`src/rtl/id_stage.sv`:
```
// Instruction-decode stage: holds the fetched instruction, reads and forwards
// the two source operands, resolves branches/jumps for IF, detects load-use
// hazards and raises SYSCALL/BREAK exceptions on the bundle sent to EXE.
// Bus widths: br_bus 35, fs_to_ds_bus 71, ds_to_es_bus 135.
module id_stage (
  input  logic         clk,
  input  logic         reset,
  input  logic         es_allowin,
  input  logic         fs_to_ds_valid,
  input  logic [70:0]  fs_to_ds_bus,
  output logic         ds_allowin,
  output logic [34:0]  br_bus,
  output logic         ds_to_es_valid,
  output logic [134:0] ds_to_es_bus,
  output logic [4:0]   rf_raddr1,
  output logic [4:0]   rf_raddr2,
  input  logic [31:0]  rf_rdata1,
  input  logic [31:0]  rf_rdata2,
  input  logic [38:0]  es_fwd_bus,
  input  logic [37:0]  ms_fwd_bus,
  input  logic [37:0]  ws_fwd_bus,
  input  logic         flush
);

  localparam logic [5:0] OpSpecial = 6'b000000;
  localparam logic [5:0] OpRegimm  = 6'b000001;
  localparam logic [5:0] OpJ       = 6'b000010;
  localparam logic [5:0] OpJal     = 6'b000011;
  localparam logic [5:0] OpBeq     = 6'b000100;
  localparam logic [5:0] OpBne     = 6'b000101;
  localparam logic [5:0] OpBlez    = 6'b000110;
  localparam logic [5:0] OpBgtz    = 6'b000111;
  localparam logic [5:0] OpLui     = 6'b001111;
  localparam logic [5:0] OpCop0    = 6'b010000;

  localparam logic [5:0] FnSll     = 6'b000000;
  localparam logic [5:0] FnSrl     = 6'b000010;
  localparam logic [5:0] FnSra     = 6'b000011;
  localparam logic [5:0] FnJr      = 6'b001000;
  localparam logic [5:0] FnJalr    = 6'b001001;
  localparam logic [5:0] FnSyscall = 6'b001100;
  localparam logic [5:0] FnBreak   = 6'b001101;

  localparam logic [4:0] ExcSys    = 5'd8;
  localparam logic [4:0] ExcBp     = 5'd9;
  localparam logic [4:0] ExcNone   = 5'b11111;

  logic        ds_valid_q, ds_valid_d;
  logic [70:0] ds_bus_q, ds_bus_d;

  logic        in_ex, in_bd;
  logic [4:0]  in_exccode;
  logic [31:0] inst, pc, pc_plus4;
  logic [5:0]  op, funct;
  logic [4:0]  rs, rt;

  assign {in_ex, in_exccode, in_bd, inst, pc} = ds_bus_q;
  assign op       = inst[31:26];
  assign funct    = inst[5:0];
  assign rs       = inst[25:21];
  assign rt       = inst[20:16];
  assign pc_plus4 = pc + 32'd4;

  assign rf_raddr1 = rs;
  assign rf_raddr2 = rt;

  // Forwarding bus fields
  logic        es_valid, es_is_load, ms_valid, ws_valid;
  logic [4:0]  es_dest, ms_dest, ws_dest;
  logic [31:0] es_result, ms_result, ws_result;

  assign {es_valid, es_is_load, es_dest, es_result} = es_fwd_bus;
  assign {ms_valid, ms_dest, ms_result}             = ms_fwd_bus;
  assign {ws_valid, ws_dest, ws_result}             = ws_fwd_bus;

  // dest == 0 means no write, so $0 sources can never hit
  logic es_hit_rs, es_hit_rt, ms_hit_rs, ms_hit_rt, ws_hit_rs, ws_hit_rt;
  assign es_hit_rs = es_valid && (es_dest != 5'd0) && (es_dest == rs);
  assign es_hit_rt = es_valid && (es_dest != 5'd0) && (es_dest == rt);
  assign ms_hit_rs = ms_valid && (ms_dest != 5'd0) && (ms_dest == rs);
  assign ms_hit_rt = ms_valid && (ms_dest != 5'd0) && (ms_dest == rt);
  assign ws_hit_rs = ws_valid && (ws_dest != 5'd0) && (ws_dest == rs);
  assign ws_hit_rt = ws_valid && (ws_dest != 5'd0) && (ws_dest == rt);

  logic [31:0] rs_value, rt_value;

  // Operand select: youngest producer wins
  always_comb begin
    rs_value = rf_rdata1;
    if (es_hit_rs)      rs_value = es_result;
    else if (ms_hit_rs) rs_value = ms_result;
    else if (ws_hit_rs) rs_value = ws_result;
    rt_value = rf_rdata2;
    if (es_hit_rt)      rt_value = es_result;
    else if (ms_hit_rt) rt_value = ms_result;
    else if (ws_hit_rt) rt_value = ws_result;
  end

  logic is_special, is_syscall, is_break, shift_imm;
  logic uses_rs, uses_rt;

  assign is_special = (op == OpSpecial);
  assign is_syscall = is_special && (funct == FnSyscall);
  assign is_break   = is_special && (funct == FnBreak);
  assign shift_imm  = is_special && (funct == FnSll || funct == FnSrl || funct == FnSra);

  assign uses_rs = !(op == OpJ || op == OpJal || op == OpLui || op == OpCop0 ||
                     shift_imm || is_syscall || is_break);
  // Stores are 101xxx; MTC0 is COP0 with rs field 00100
  assign uses_rt = (is_special && !is_syscall && !is_break) || op == OpBeq || op == OpBne ||
                   (op[5:3] == 3'b101) || (op == OpCop0 && rs == 5'b00100);

  logic load_use, ds_ready_go;
  assign load_use = ds_valid_q && es_is_load &&
                    ((uses_rs && es_hit_rs) || (uses_rt && es_hit_rt));
  assign ds_ready_go = ~load_use;

  assign ds_allowin     = !ds_valid_q || (ds_ready_go && es_allowin);
  assign ds_to_es_valid = ds_valid_q && ds_ready_go && ~flush;

  logic        br_op, br_cond;
  logic [31:0] br_tgt;
  logic        rs_neg, rs_zero;

  assign rs_neg  = rs_value[31];
  assign rs_zero = (rs_value == 32'd0);

  // Branch/jump decode, condition and target
  always_comb begin
    br_op   = 1'b0;
    br_cond = 1'b0;
    br_tgt  = pc_plus4 + {{14{inst[15]}}, inst[15:0], 2'b00};
    case (op)
      OpBeq:  begin br_op = 1'b1; br_cond = (rs_value == rt_value); end
      OpBne:  begin br_op = 1'b1; br_cond = (rs_value != rt_value); end
      OpBlez: begin br_op = 1'b1; br_cond = rs_neg || rs_zero; end
      OpBgtz: begin br_op = 1'b1; br_cond = !rs_neg && !rs_zero; end
      OpRegimm: begin
        case (rt)
          5'b00000, 5'b10000: begin br_op = 1'b1; br_cond = rs_neg;  end
          5'b00001, 5'b10001: begin br_op = 1'b1; br_cond = !rs_neg; end
          default: ;
        endcase
      end
      OpJ, OpJal: begin
        br_op   = 1'b1;
        br_cond = 1'b1;
        br_tgt  = {pc_plus4[31:28], inst[25:0], 2'b00};
      end
      OpSpecial: begin
        if (funct == FnJr || funct == FnJalr) begin
          br_op   = 1'b1;
          br_cond = 1'b1;
          br_tgt  = rs_value;
        end
      end
      default: ;
    endcase
  end

  logic is_branch, br_taken, br_stall;
  // Excepting instructions never redirect; flush kills the redirect too
  assign is_branch = ds_valid_q && br_op && ~in_ex && ~flush;
  assign br_taken  = is_branch && br_cond && ds_ready_go;
  assign br_stall  = is_branch && load_use;
  assign br_bus    = {is_branch, br_stall, br_taken, is_branch ? br_tgt : 32'd0};

  logic       ex_out;
  logic [4:0] exccode_out;

  // Exception merge: an earlier exception from IF takes priority
  always_comb begin
    ex_out      = 1'b0;
    exccode_out = ExcNone;
    if (in_ex) begin
      ex_out      = 1'b1;
      exccode_out = in_exccode;
    end else if (is_syscall) begin
      ex_out      = 1'b1;
      exccode_out = ExcSys;
    end else if (is_break) begin
      ex_out      = 1'b1;
      exccode_out = ExcBp;
    end
  end

  assign ds_to_es_bus = {ex_out, exccode_out, in_bd, inst, pc, rs_value, rt_value};

  // Pipeline register next state: flush kills, otherwise load when allowed
  always_comb begin
    ds_valid_d = ds_valid_q;
    ds_bus_d   = ds_bus_q;
    if (flush) begin
      ds_valid_d = 1'b0;
    end else if (ds_allowin) begin
      ds_valid_d = fs_to_ds_valid;
      if (fs_to_ds_valid) ds_bus_d = fs_to_ds_bus;
    end
  end

  // Pipeline register state
  always_ff @(posedge clk) begin
    if (reset) begin
      ds_valid_q <= 1'b0;
      ds_bus_q   <= '0;
    end else begin
      ds_valid_q <= ds_valid_d;
      ds_bus_q   <= ds_bus_d;
    end
  end

endmodule

```
`config.mk`:
```
export PLATFORM = sky130hd
export DESIGN_NAME = id_stage
export DESIGN_NICKNAME = d
export VERILOG_FILES = /design/src/rtl/id_stage.sv
export SDC_FILE = /design/constraint.sdc
export NUM_CORES = 1
export LEC_CHECK = 0
export CAP_MARGIN = 20
export CORE_AREA = 2 2 171 173
export DETAILED_ROUTE_END_ITERATION = 10
export DIE_AREA = 0 0 173 175
export PLACE_DENSITY = 0.67
export SLEW_MARGIN = 5
export SYNTH_ARGS = -nofsm -noshare
export SYNTH_HDL_FRONTEND = slang
export SYNTH_SLANG_ARGS = --single-unit
```
`constraint.sdc`:
```
create_clock -name clk -period 5.84 [get_ports clk]
set_input_delay 0.584 -clock clk [delete_from_list [all_inputs] [get_ports clk]]
set_output_delay 0.584 -clock clk [all_outputs]
set_load 0.01 [all_outputs]
```
==> metrics.log, run 1 <==
INFO  metric pwr_density_cell = 148.4 mW/mm2
INFO  metric timing.setup.tns = 0 ns
INFO  metric routed_wire_length_per_instance = 22.61 um
INFO  metric timing.max_slew.rel_slack = 26.49%
INFO  metric regToRegSetupSlack = between 2 and 2.5 ns
INFO  metric route.antenna.remaining_nets = 0
INFO  metric netlist-cell-type-count = 65
INFO  metric cts-root-to-sink-buffers = 2
INFO  metric cts_buffers = 9
INFO  metric grt_util_overall = 29.32%
INFO  metric crit_end = br_bus[32]
INFO  metric synthesis.area_per_instance = a little over 7 um2
INFO  metric timing_max_transition_violations_final = 0
INFO  metric antenna_found_initial = 5
INFO  metric post-synth-top-area-fraction = 15.12%
INFO  metric dominant_combinational_cell_family_by_area_after_synthesis = compound AO/OA/AOI/OAI gates
INFO  metric grt_pass1_vias = 11070
INFO  metric first_iter_violations = 949
INFO  metric cts_num_sinks = 72
INFO  metric cp-startpoint = ms_fwd_bus[33]
INFO  metric synth-xor-area-share = 10.75%
INFO  metric drtPass1Iterations = 7
INFO  metric max_freq = 179.8 MHz
INFO  metric syn-num-nets = around 1600
INFO  metric die_h = roughly 180 um
INFO  metric cp-end-kind = output port
INFO  metric grt_pass1_wl = 68880 um
INFO  metric final.min_clock_period = 5.561 ns
INFO  metric synth-warning-count = 0
INFO  metric reg_to_reg_critical_path_endpoint = ds_bus_q[9]$_SDFFE_PP0P_
INFO  metric r2r_cells = 11
INFO  metric muxShareOfSynthArea = roughly 7.7%
INFO  metric cts.repair_timing.setup_buffer_count = 0
INFO  metric fill_cells = 2875
INFO  metric netlist_instances = 1325
INFO  metric synth_top_cells_by_area = dfxtp_1 (15%), xnor2_1 (8.6%), mux2i_1 (7.7%), o21ai_0 (6.6%), buf_4 (6.2%)
INFO  metric floorplan.die_area = 0.03028 mm2
INFO  metric die-width = 173 um
INFO  metric final_net_count = 1942
INFO  metric synthSimpleGateAreaFrac = 19.34%
INFO  metric synth-main-ff-cell = dfxtp_1
INFO  metric adder_and_majority_gate_portion_of_the_synthesized_area = under 10%
INFO  metric drt_drc_violations_left = 0
INFO  metric netlist_top_cells_count = nor2_1 (138), o21ai_0 (126), nand2_1 (107), xnor2_1 (94), buf_4 (79)
INFO  metric synthMostInstantiatedCell = nor2_1
INFO  metric clock_tree.root_cell = clkbuf_16
INFO  metric slew_at_the_pin_closest_to_its_max_slew_limit = 1.094 ns
INFO  metric setup-violations-final = 0
INFO  metric critical_path.reg2reg.startpoint = ds_bus_q[54]$_SDFFE_PP0P_
INFO  metric synth-seq-area-share = 15.12%
INFO  metric hpwlAfterDp = 37390 um
INFO  metric route.final.wire_length = 46230 um
INFO  metric worst_setup_hold_path_clk_slew = 0.07 ns
INFO  metric timing.setup.critical_path_class = in2out
INFO  metric total_count_of_hold_check_failures_in_the_final_report = 0
INFO  metric vdd_ir_drop_max = 0.0001575 V
INFO  metric cp_data_arrival_time = 4.98 ns
INFO  metric vias = 11320
INFO  metric status = complete, no violations
INFO  metric synthDominantAreaCellType = dfxtp_1
INFO  metric finClkSkew = 0.01350 ns
INFO  metric area_growth = 49.08%
INFO  metric netlist_area = 0.009532 mm2
INFO  metric final.period_utilization = 95.22%
INFO  metric via_per_inst = around 5.5
INFO  metric global_route.overflow_total = 0
INFO  metric area_of_the_core = 0.02839 mm2
INFO  metric finalCoreUtilization = 50.05%
INFO  metric synth_compound_area_share = 28.47%
INFO  metric worst_skew_pair_later_pin_latency = 0.35 ns
INFO  metric path_max_fanout = 13
INFO  metric largest_net_degree_at_the_start_of_global_routing = 73
INFO  metric synth_edf_count = 0
INFO  metric p_leak = approximately 5.6 nW
INFO  metric rows = 62
INFO  metric critPathRequiredTime = 5.26 ns
INFO  metric io_pins = ~440
INFO  metric finalWeightedCongestion = 0.9635
INFO  metric number_of_synthesized_register_bits = 72
INFO  metric async_reset_ff_share = 0%
INFO  metric htree_num_levels = 3
INFO  metric post_cts_hold_buffer_count = 0
INFO  metric initial_utilization = between 30% and 40%
INFO  metric cap_violations = 0
INFO  metric io_buffer_count = 436
INFO  metric grt_setup_unrepaired = no
INFO  metric layout-drive-gt1-share = 8.273%
INFO  metric tritoncts = done
INFO  metric timing.hold.worst.class = reg2reg
INFO  metric start_kind = primary input
[flip-flops by register name (all words and copies together), names as in the netlist]
register	flops
ds_valid_q	1
ds_bus_q	71
[layout by cell type (no fill, tap or decap), drive strengths merged, types with 9 or more instances in the layout]
cell	instances
nand2	107
o21a	19
nor2	138
buf	59
a21o	19
nand4	19
mux2i	73
o211a	19
dfxtp	72
ha	35
nand3	22
inv	71
o41ai	9
a211oi	28
a31oi	9
a21oi	37
nor4	27
a211o	12
xnor2	94
xor2	23
or3	11
o21ai	148
a2bb2oi	20
nor3	35
a22oi	34
clkbuf	10
clkdlybuf4s50	434
[stage by stage]
stage          hold WS, ns  std cells  instance area, um2  total power, mW  worst slack [ns]
6_report            0.4930       2045               14210            2.109            0.2790
3_3_place_gp        0.4684       2024               13840            1.485            0.2659
3_5_place_dp        0.4827       2024               13840            1.486            0.3301
5_1_grt             0.5341       2045               14210            2.201           0.04085
4_1_cts             0.4991       2040               14170            2.117           0.03633
2_1_floorplan       0.4511       1325                9532            1.017             1.190
[cell type report]
cell class,count,area [um2],share of cell area (%)
sequential,72,1445,10.17
tap,384,480.5,3.381
inverter,70,262.8,1.849
clock buffer,10,239.0,1.682
antenna,5,12.51,0.08805
clock inverter,6,90.09,0.6340
multi-input combinational,1004,6820,48.00
timing repair buffer,494,4860,34.20
[report_power, final]
part           internal [mW]  switching [mW]
Sequential             0.516          0.0473
Combinational          0.476           0.448
Clock                  0.387           0.234
Total                   1.38           0.729
[kinds of logic (layout without fill, tap and decap cells)]
family | Yosys count | after routing
buf+inv | 249 | 580
simple gates | 396 | 396
flops | 72 | 72
xor+xnor | 117 | 117
other cells | 0 | 5
compound gates | 382 | 382
fa+ha+maj | 36 | 36
mux | 73 | 73
[layer usage]
layer  share of wire, %  track usage, %  wire, um
met1                 41           36.17     19180
met2                 48           50.85     22260
met3                6.6           4.809      3068
met4                3.7           11.69      1725
met5                  0               0         0
[critical path, cell delays in order]
cell,delay (ns)
clkdlybuf4s50_1,0.48
or4_1,0.56
nor2_1,0.24
or3_1,0.46
buf_4,0.29
o21ai_0,0.11
a2bb2oi_2,0.20
xnor2_1,0.16
nor4_2,0.32
nand4_1,0.21
nor4_2,0.38
mux2i_1,0.13
a21oi_1,0.22
clkdlybuf4s50_1,0.60
[repair_timing]
| item | CTS | global route |
|---|---|---|
| hold endpoints to repair | 0 | 0 |
| cloned | 0 | 0 |
| gates resized for setup | 1 | 10 |
| endpoints found under the setup margin | 1 | 5 |
[how the worst min path moves through the flow]
stage	from	to	slack [ns]	cells after the start
after floorplan	ds_bus_q[68]$_SDFFE_PP0P_	ds_bus_q[68]$_SDFFE_PP0P_	0.45	2
after detailed placement	ds_bus_q[68]$_SDFFE_PP0P_	ds_bus_q[68]$_SDFFE_PP0P_	0.48	2
after CTS	ds_bus_q[68]$_SDFFE_PP0P_	ds_bus_q[68]$_SDFFE_PP0P_	0.50	2
final	ds_bus_q[68]$_SDFFE_PP0P_	ds_bus_q[68]$_SDFFE_PP0P_	0.49	2
after global placement	ds_bus_q[68]$_SDFFE_PP0P_	ds_bus_q[68]$_SDFFE_PP0P_	0.47	2
after global routing	ds_bus_q[67]$_SDFFE_PP0P_	ds_bus_q[67]$_SDFFE_PP0P_	0.53	2
Note: power is estimated with default switching activity, not from simulation.
==> run 2, diff against run 1 <==
Settings changed: CTS_CLUSTER_SIZE from default to 12.
==> results of run 2 <==
The final DEF is identical to that of run 1; final timing and power are the same.
